--- config.mk ---
export PLATFORM = sky130hd
export DESIGN_NAME = prio_encoder_hs
export DESIGN_NICKNAME = d
export VERILOG_FILES = /design/src/rtl/prio_encoder_hs.sv
export SDC_FILE = /design/constraint.sdc
export NUM_CORES = 1
export LEC_CHECK = 0
export ABC_AREA = 1
export CORE_AREA = 4 4 41 43
export CTS_BUF_LIST = sky130_fd_sc_hd__clkbuf_2 sky130_fd_sc_hd__clkbuf_4 sky130_fd_sc_hd__clkbuf_8
export CTS_CLUSTER_DIAMETER = 50
export DETAILED_ROUTE_END_ITERATION = 6
export DIE_AREA = 0 0 45 47
export PLACE_DENSITY = 0.57
export SLEW_MARGIN = 20
export SYNTH_ARGS = -nofsm -noshare
export SYNTH_HDL_FRONTEND = slang
export SYNTH_SLANG_ARGS = --single-unit
--- constraint.sdc ---
create_clock -name clk -period 1.1 [get_ports clk]
set_input_delay 0.33 -clock clk [delete_from_list [all_inputs] [get_ports clk]]
set_output_delay 0.33 -clock clk [all_outputs]
set_load 0.01 [all_outputs]
--- src/rtl/prio_encoder_hs.sv ---
// prio_encoder_hs: registered priority encoder with a valid/ready handshake
// on both sides.
//
// The search starts at bit ptr and moves downward, wrapping around from
// bit 0 to bit N-1.
//
// Optional feature, macro PRIO_ENCODER_HS_RR_EN:
//   - When defined, ptr becomes a register for round-robin arbitration.
//     After each winner k it is set to k-1, wrapping to N-1 when k is 0.
//   - When undefined, ptr is the constant N-1, which gives fixed
//     MSB-first priority.
module prio_encoder_hs #(
    parameter int N = 8
) (
    input  logic                 clk,
    input  logic                 rst,
    input  logic [N-1:0]         req,
    input  logic                 en,
    input  logic                 in_valid,
    output logic                 in_ready,
    output logic [$clog2(N)-1:0] idx,
    output logic                 any,
    output logic                 out_valid,
    input  logic                 out_ready
);

    localparam int W = $clog2(N);

    typedef enum logic {
        S_IDLE = 1'b0,
        S_FULL = 1'b1
    } state_t;

    state_t         state;
    logic [W-1:0]   ptr;
    logic [W-1:0]   scan_pos;
    logic [W-1:0]   win_idx;
    logic           win_found;
    logic           accept;
    logic           hit;

    assign out_valid = (state == S_FULL);
    assign in_ready  = !out_valid || out_ready;
    assign accept    = in_valid && in_ready;
    assign hit       = en && win_found;

    // Find the first set request while scanning down from ptr.
    // The subtraction wraps modulo N because N is a power of two.
    always_comb begin
        scan_pos  = '0;
        win_idx   = '0;
        win_found = 1'b0;
        for (int unsigned i = 0; i < N; i++) begin
            scan_pos = ptr - W'(i);
            if (!win_found && req[scan_pos]) begin
                win_found = 1'b1;
                win_idx   = scan_pos;
            end
        end
    end

`ifdef PRIO_ENCODER_HS_RR_EN
    // Round-robin pointer. It moves only when an accepted input produces
    // a winner. At k=0, k-1 wraps to N-1.
    always_ff @(posedge clk) begin
        if (rst) begin
            ptr <= '1;
        end else if (accept && hit) begin
            ptr <= win_idx - 1'b1;
        end
    end
`else
    assign ptr = '1;
`endif

    // Handshake state and the registered result.
    // Reset discards any pending result.
    always_ff @(posedge clk) begin
        if (rst) begin
            state <= S_IDLE;
            idx   <= '0;
            any   <= 1'b0;
        end else begin
            case (state)
                S_IDLE: begin
                    if (accept) begin
                        state <= S_FULL;
                        idx   <= hit ? win_idx : '0;
                        any   <= hit;
                    end
                end
                S_FULL: begin
                    if (accept) begin
                        idx <= hit ? win_idx : '0;
                        any <= hit;
                    end else if (out_ready) begin
                        state <= S_IDLE;
                    end
                end
                default: state <= S_IDLE;
            endcase
        end
    end

endmodule

==> run metrics <==
Pre-antenna DRT Iters 4; max cap viols 0; number of global-route vias before repair 346; GRT Overall Usage 0.0885; Mapped Cells 45; RSZ-0062 raised after global routing yes; Num Clock Sinks 5; Worst VDD drop 274 uV; cts bufs inserted 3; largest net degree at the start of global routing 6; launching element type of the critical path register; TritonCTS clock tree built; Tot Pwr 0.612 mW; fin nets 91; FF+latch count, synth 5; # IOs 19; Port Buffers 18; FMAX 934 MHz; Final setup viols 0; Fin. Hold Viols 0; first-pass GRT wire length 1.30 mm; layout cells sized above 1 0.468; Hold Crit Class reg -> reg; post-synth net total 58; P&R area growth vs syn 105%; root buf cell clkbuf_4; Setup CP Type reg -> out; Synth Area in XOR/XNOR 0; Leakage 0.321 nW; main combinational cell family by area after synthesis simple AND/OR/NAND/NOR gates; mux cell area share after synthesis 0; CP required 0.77 ns; DR iter-0 viols 1; die area 2120 um2; Die H 47 um; Post-Syn Area per Cell 6.76 um2; Final period util 0.973; Remaining DRCs 0; Post-Synth Adder-Cell Area 0; crit path DAT 0.74 ns; sequential area share after synthesis 0.329; run status finished, final reports clean; most frequent cells in the layout nand2_1 (11), buf_4 (9), dlygate4sd2_1 (6); Synth Area in Compound Gates 0.0988; Post-Syn Area 304 um2; Die Wd 45 um; antenna diode count 0; core area 1300 um2; Final Cell Area 623 um2; synth unique cells 12; Final Wtd Congestion 0.678; Vias 380; post-route minimum period 1.07 ns; initial antenna violation count 0; Routed Antenna Nets 0; Setup Skew 0.00348 ns; Final Max Tran Viols 0; clock buffer depth 2; relative slew slack 0.844; post-detail-place hpwl 608 um; WL/cell 8.78 um; Least-Margin Pin Slew 0.234 ns; H-tree depth 1; Detailed Route WL 808 um; yosys warns 0; routed vias/inst 4.13; Starting Density 0.234; clk slew on worst S/H paths 0.04 ns; commonest non-fill, non-tap cell in the layout nand2_1; Pwr per Cell Area 982 nW/um2; Max Fanout on Critical Path 2; grt ovf 0; DP Area 548 um2; Synth Area in Simple Gates 0.473; critical path capture point type output port; # rows 13; clk_lat worst skew 0.24 ns
power by group:
group	switching [mW]	internal, mW	total (mW)
Clock	0.0729	0.162	0.235
Combinational	0.0826	0.0923	0.175
Sequential	0.00707	0.196	0.203
path summary, 6_finish.rpt:
path / start / to / slack (ns) / cells past startpoint
worst max-delay path: out_valid / in_ready / 0.03 / 2
worst min register to register: idx[0] / idx[0] / 0.46 / 2
worst max register to register: out_valid / idx[2] / 0.05 / 8
worst min-delay path: idx[0] / idx[0] / 0.46 / 2
metal layers:
layer | up-vias | track usage | part of all wire
li1 | 203 | - | -
met5 | - | 0 | 0
met3 | 0 | 0.0230 | 0.12
met2 | 17 | 0.158 | 0.51
met1 | 160 | 0.0864 | 0.36
met4 | 0 | 0.0702 | 0
kinds of logic (layout without fill, tap and decap cells):
| logic type | Yosys count | in the layout |
|---|---|---|
| and+or+nand+nor | 26 | 26 |
| AOI/OAI and AO/OA | 6 | 6 |
| buffers and inverters | 8 | 40 |
| DFF | 5 | 5 |
stage by stage:
stage,TNS [ns],setup WS [ns],hold WS [ns],std cells,util
6_report,0,0.0294,0.464,92,0.479
5_1_grt,-0.0817,-0.0384,0.492,92,0.479
4_1_cts,0,0.0153,0.461,91,0.453
3_5_place_dp,-2.89,-0.651,0.461,84,0.421
3_3_place_gp,-2.77,-0.640,0.456,84,0.421
2_1_floorplan,0,0.121,0.399,45,-
worst max-delay path: stages, from the launching register on:
cell	delay, ns
dfxtp_2	0.34
nand2_4	0.06
buf_6	0.11
registers in the layout, indices dropped and copies added (netlist names):
name,cells
out_valid,1
any,1
idx,3
cells in the mapped netlist:
cell / instances / share of area
nand2_1: 14 / 0.17
inv_1: 8 / 0.099
a21oi_1: 5 / 0.082
dfxtp_1: 5 / 0.33
nand2_4: 2 / 0.074
nand3_1: 2 / 0.033
nand4_1: 2 / 0.041
nor2_1: 2 / 0.025
nor2_2: 2 / 0.041
nand2_2: 1 / 0.021
nor2_8: 1 / 0.066
o21ai_0: 1 / 0.016
layout make-up:
class / count / area [um2]
clock buffers: 4 / 30.0
fillers: 150 / 678
inverters: 8 / 30.0
multi-input cells: 32 / 215
flip-flops and latches: 5 / 101
well taps: 15 / 18.8
repair buffers: 28 / 228
timing repair:
item | 4_1_cts | 5_1_grt
gates resized for setup | 45 | 9
hold buffers | 0 | 0
buffers inserted | 3 | 1
endpoints found under the setup margin | 10 | 4
endpoints found under the hold margin | 0 | 0
pin swaps | 8 | 4
gates cloned | 0 | 0
(Power assumes the default switching activity.)
